==> config.mk <==
export PLATFORM = sky130hd
export DESIGN_NAME = arb_mux_n
export DESIGN_NICKNAME = d
export VERILOG_FILES = /design/src/rtl/arb_mux_n.sv
export SDC_FILE = /design/constraint.sdc
export NUM_CORES = 1
export LEC_CHECK = 0
export BUFFER_PORTS_ARGS = -buffer_cell sky130_fd_sc_hd__buf_2
export CELL_PAD_IN_SITES_DETAIL_PLACEMENT = 0
export CELL_PAD_IN_SITES_GLOBAL_PLACEMENT = 2
export CORE_AREA = 4 4 224 226
export CTS_BUF_LIST = sky130_fd_sc_hd__clkbuf_16
export DETAILED_ROUTE_END_ITERATION = 8
export DIE_AREA = 0 0 228 230
export GPL_TIMING_DRIVEN = 0
export HOLD_SLACK_MARGIN = 0.08
export PLACE_DENSITY = 0.54
export SKIP_CTS_REPAIR_TIMING = 1
export SYNTH_ARGS = -nofsm -noshare
export SYNTH_HDL_FRONTEND = slang
export SYNTH_SLANG_ARGS = --single-unit
==> constraint.sdc <==
create_clock -name clk -period 3.2 [get_ports clk]
set_input_delay 0.32 -clock clk [delete_from_list [all_inputs] [get_ports clk]]
set_output_delay 0.32 -clock clk [all_outputs]
set_load 0.02 [all_outputs]
==> src/rtl/arb_mux_n.sv <==
// N-input to 1-output channel mux with explicit-select or round-robin grant,
// feeding a single registered output stage with valid/ready handshake.
module arb_mux_n #(
    parameter int DATA_WIDTH = 32,
    parameter int NUM_IN     = 16,
    parameter int MODE       = 0,
    localparam int SEL_W     = (NUM_IN > 1) ? $clog2(NUM_IN) : 1
) (
    input  logic                         clk,
    input  logic                         rst_n,
    input  logic [NUM_IN*DATA_WIDTH-1:0] in_data,
    input  logic [NUM_IN-1:0]            in_valid,
    output logic [NUM_IN-1:0]            in_ready,
    input  logic [SEL_W-1:0]             sel,
    output logic [DATA_WIDTH-1:0]        out_data,
    output logic                         out_valid,
    input  logic                         out_ready,
    output logic [SEL_W-1:0]             out_src
);

    // One extra bit so ptr + offset and NUM_IN itself are representable.
    localparam int              CW       = SEL_W + 1;
    localparam logic [CW-1:0]   NUM_IN_C = CW'(NUM_IN);

    logic                  load;
    logic                  xfer;
    logic                  gvalid;
    logic [SEL_W-1:0]      gidx;
    logic [NUM_IN-1:0]     grant;
    logic [SEL_W-1:0]      ptr;
    logic [SEL_W-1:0]      ptr_next;
    logic [SEL_W-1:0]      rr_idx;
    logic                  rr_found;
    logic [CW-1:0]         cand;
    logic [DATA_WIDTH-1:0] sel_data;

    assign load = !out_valid || out_ready;

    // Search ptr, ptr+1, ... modulo NUM_IN for the first valid channel.
    always_comb begin
        rr_found = 1'b0;
        rr_idx   = '0;
        cand     = '0;
        for (int k = 0; k < NUM_IN; k++) begin
            cand = {1'b0, ptr} + CW'(k);
            if (cand >= NUM_IN_C) begin
                cand = cand - NUM_IN_C;
            end
            if (!rr_found && in_valid[cand[SEL_W-1:0]]) begin
                rr_found = 1'b1;
                rr_idx   = cand[SEL_W-1:0];
            end
        end
    end

    always_comb begin
        gidx   = '0;
        gvalid = 1'b0;
        if (MODE == 1) begin
            gidx   = rr_idx;
            gvalid = rr_found;
        end else begin
            gidx   = sel;
            gvalid = ({1'b0, sel} < NUM_IN_C);
        end
    end

    always_comb begin
        grant = '0;
        if (gvalid) begin
            grant[gidx] = 1'b1;
        end
    end

    // Gated by rst_n so in_ready drops the moment reset asserts.
    assign in_ready = grant & {NUM_IN{load & rst_n}};
    assign xfer     = gvalid && load && in_valid[gidx];
    assign sel_data = in_data[int'(gidx)*DATA_WIDTH +: DATA_WIDTH];
    assign ptr_next = ({1'b0, gidx} == (NUM_IN_C - CW'(1))) ? '0 : gidx + SEL_W'(1);

    always_ff @(posedge clk or negedge rst_n) begin
        if (!rst_n) begin
            out_data  <= '0;
            out_valid <= 1'b0;
            out_src   <= '0;
            ptr       <= '0;
        end else begin
            if (load) begin
                out_valid <= xfer;
                if (xfer) begin
                    out_data <= sel_data;
                    out_src  <= gidx;
                end
            end
            if (xfer && (MODE == 1)) begin
                ptr <= ptr_next;
            end
        end
    end

endmodule

==> out/qor.yml <==
outcome: "finished clean"
max-vdd-ir-drop_mv: 0.187
syn-instance-count: 400
cellPowerDensity_nw_per_um2: 316
yosys-top-cells-area: "sky130_fd_sc_hd__mux4_2 (52%), sky130_fd_sc_hd__dfrtp_1 (17%), sky130_fd_sc_hd__a22oi_1 (8.6%), sky130_fd_sc_hd__mux2_4 (8.1%), sky130_fd_sc_hd__nand2_1 (2.6%)"
synth-seq-area-share_pct: 16.6
post_synth.cell_area_avg_um2: 13.9
global_route.overflow_total: 0
final_period_minus_worst_setup_slack_ns: 2.85
dieWidth_um: 228
setup.reg_to_reg.worst_slack_ns: 1.29
cts_htree_levels: 2
setup.worst_path.end_class: "primary output"
core_region_area_um2: 48300
io-pin-count: 588
post-synth-top-area-cell: "sky130_fd_sc_hd__mux4_2"
place.gp.congestion: 0.899
clock-sinks: 37
final-hold-violation-count: 0
floorplan.die.height_um: 230
worst-path-max-fanout: 10
yosysUniqueCellTypes: 28
setup.worst_path.end: "in_ready[3]"
placement_rows: 81
routed_via_density: 4.12
postSynthRegisterBits: 37
timing.reg2reg.worst_path_depth: 5
slew_headroom_pct: 24.2
syn_area_um2: 5570
total_buffers_and_inverters_traversed_by_the_critical_path: 5
dpl.cell_count: 1607
required_worst_endpoint_ns: 2.88
global_router_s_overall_resource_usage_pct: 14.8
wire_length_of_the_first_global_routing_pass_um: 55800
remaining_drc_errors: 0
post-route-period-util_pct: 89.0
synth_top_area_share_pct: 52.1
grt_start_max_net_pins: 41
crit_cells: 7
n_fill_cell: 5429
wirelength_um: 40400
crit_path_frequent_cell: "sky130_fd_sc_hd__buf_2"
drt_first_iter_violations: 185
root_buffer: "sky130_fd_sc_hd__clkbuf_16"
worst_path_max_delay_cell: "sky130_fd_sc_hd__buf_1"
max_freq_mhz: 351
area_grow_syn2layout_pct: 69.2
fin_cells: 1618
hold-worst-slack_ns: 0.233
worst_setup_path_start_kind: "input port"
antenna_violating_nets_post_route: 0
clkSlewWorstSetupHoldPaths_ns: 0.07
setup.worst_path.start: "sel[1]"
slew_violations: 0
final_layout_size_suffix_gt1_share_pct: 79.3
total_cts_buffers: 5
start_util_pct: 11.5
fin_setup_tns_ns: 0
synth-warning-count: 0
worst_skew_pair.late_latency_ns: 0.31
dr.pass1.iters: 4
lkg_pwr_uw: 0.00448
rsz0062_at_grt: "no"
critPathTopFamily: "buffers and inverters"
cts_tree: "built"
max-clock-path-buffers: 2
route.vias.total: 6668
min-delay-path-class: "in -> async"
io_buffer_count: 585
max_stage_delay_ns: 0.57
fp.dieArea_um2: 52400
wire_per_inst_um: 24.9
post_synthesis_net_count: 935
dp_hpwl_um: 34100
setup_violations: 0
layout.nets: 1527
worstReg2RegEnd: "out_data[1]"
tightest_slew_ns: 1.14
timing_worst_setup_path_type: "in -> out"
timing.critical_path.cells: "buf_2, buf_2, buf_2, buf_1, nand4_1, nor3_1, buf_2"
worst_ep_arrival_time_ns: 2.53
first_global_vias: 7839
regToRegStartpoint: "out_valid"
clock_skews_ns: 0.00602
grt_antenna_before_repair: 6
max_cap_viol_count: 0
-- cell usage in the layout (no fill, tap or decap), drive strengths merged --
cell and instances:
o211ai 1, nor3 4, nand2 39, nand4b 1, dfrtp 37, nand2b 3, clkbuf 23, nand3b 3
nor2b 1, mux4 129, mux2 35, nor2 16, nand3 1, diode 3, a22oi 64, or3 1
buf 618, o21ai 2, clkinv 2, clkinvlp 1, mux2i 8, and2 1, inv 1, nand4 2
-- synth_stat cells (all sizes together) --
library cell,count
mux2,35
nand2,39
nand4b,1
nand2b,3
dfrtp,37
buf,33
nand3,1
or3,1
nor2b,1
nor2,16
nand3b,3
nand4,2
mux4,129
clkbuf,18
and2,1
inv,1
nor3,4
a22oi,64
o21ai,2
mux2i,8
o211ai,1
-- power by group --
| part | total (µW) | switching [µW] | internal (µW) | leakage [µW] |
|---|---|---|---|---|
| clock | 541 | 254 | 287 | 0.0000696 |
| sequential | 705 | 84.4 | 620 | 0.000445 |
| combinational | 1730 | 846 | 888 | 0.00397 |
| total | 2980 | 1180 | 1800 | 0.00448 |
-- sequential cells by signal (all words and copies together) (netlist names) --
register   cells
out_valid      1
out_src        4
out_data      32
-- area by class of cell --
cell class | instances | area, µm² | area share, %
Antenna cell | 3 | 7.51 | 0.0796
Buffer | 51 | 315 | 3.34
Clock buffer | 5 | 125 | 1.33
Clock inverter | 3 | 17.5 | 0.186
Inverter | 1 | 3.75 | 0.0398
Multi-Input combinational cell | 311 | 4330 | 45.9
Sequential cell | 37 | 926 | 9.82
Tap cell | 622 | 778 | 8.25
Timing Repair Buffer | 585 | 2930 | 31.1
-- per-stage QoR --
step                util (%)  setup slack, ns  power (µW)  cell area [µm²]
finish                  19.5            0.353        2980             9430
global route            19.5            0.112        3190             9430
CTS                     19.5            0.207        3100             9420
detailed placement      19.2            0.158        2490             9280
global placement        19.2            0.104        2480             9280
floorplan                  -             1.13        1670             5570
-- per-layer routing --
metal	GRT usage, %	wire, µm	vias up	share of wire [%]
met1	16.4	15200	3322	38
met5	0	34	-	0.084
li1	-	-	2928	-
met4	4.52	920	4	2.3
met3	4.50	3190	32	7.9
met2	27.2	21000	382	52
-- cells by family (layout without fill, tap and decap cells) --
group / count (synthesis) / count (layout) / synth area share (%)
AO/OA/AOI/OAI: 67 / 67 / 9.14
buffers and inverters: 52 / 645 / 5.73
flip-flops: 37 / 37 / 16.6
multiplexers: 172 / 172 / 62.7
other: 0 / 3 / 0
AND/OR/NAND/NOR: 72 / 72 / 5.84
-- worst register-to-register path: stages (launching register included) --
cell,delay (ns)
sky130_fd_sc_hd__dfrtp_1,0.38
sky130_fd_sc_hd__nand2b_1,0.26
sky130_fd_sc_hd__nand2_1,0.16
sky130_fd_sc_hd__o21ai_4,0.44
sky130_fd_sc_hd__buf_12,0.24
sky130_fd_sc_hd__mux2_4,0.32
-- worst min path at each step --
stage / cells after the start / end / slack [ns]
6_report: 1 / out_data[6] / 0.23
3_3_place_gp: 2 / out_src[2] / 0.47
2_1_floorplan: 0 / out_data[0] / 0.02
5_1_grt: 1 / out_data[6] / 0.32
3_5_place_dp: 1 / out_data[8] / 0.49
4_1_cts: 1 / out_data[6] / 0.27
Note: power is estimated with default switching activity, not from simulation.
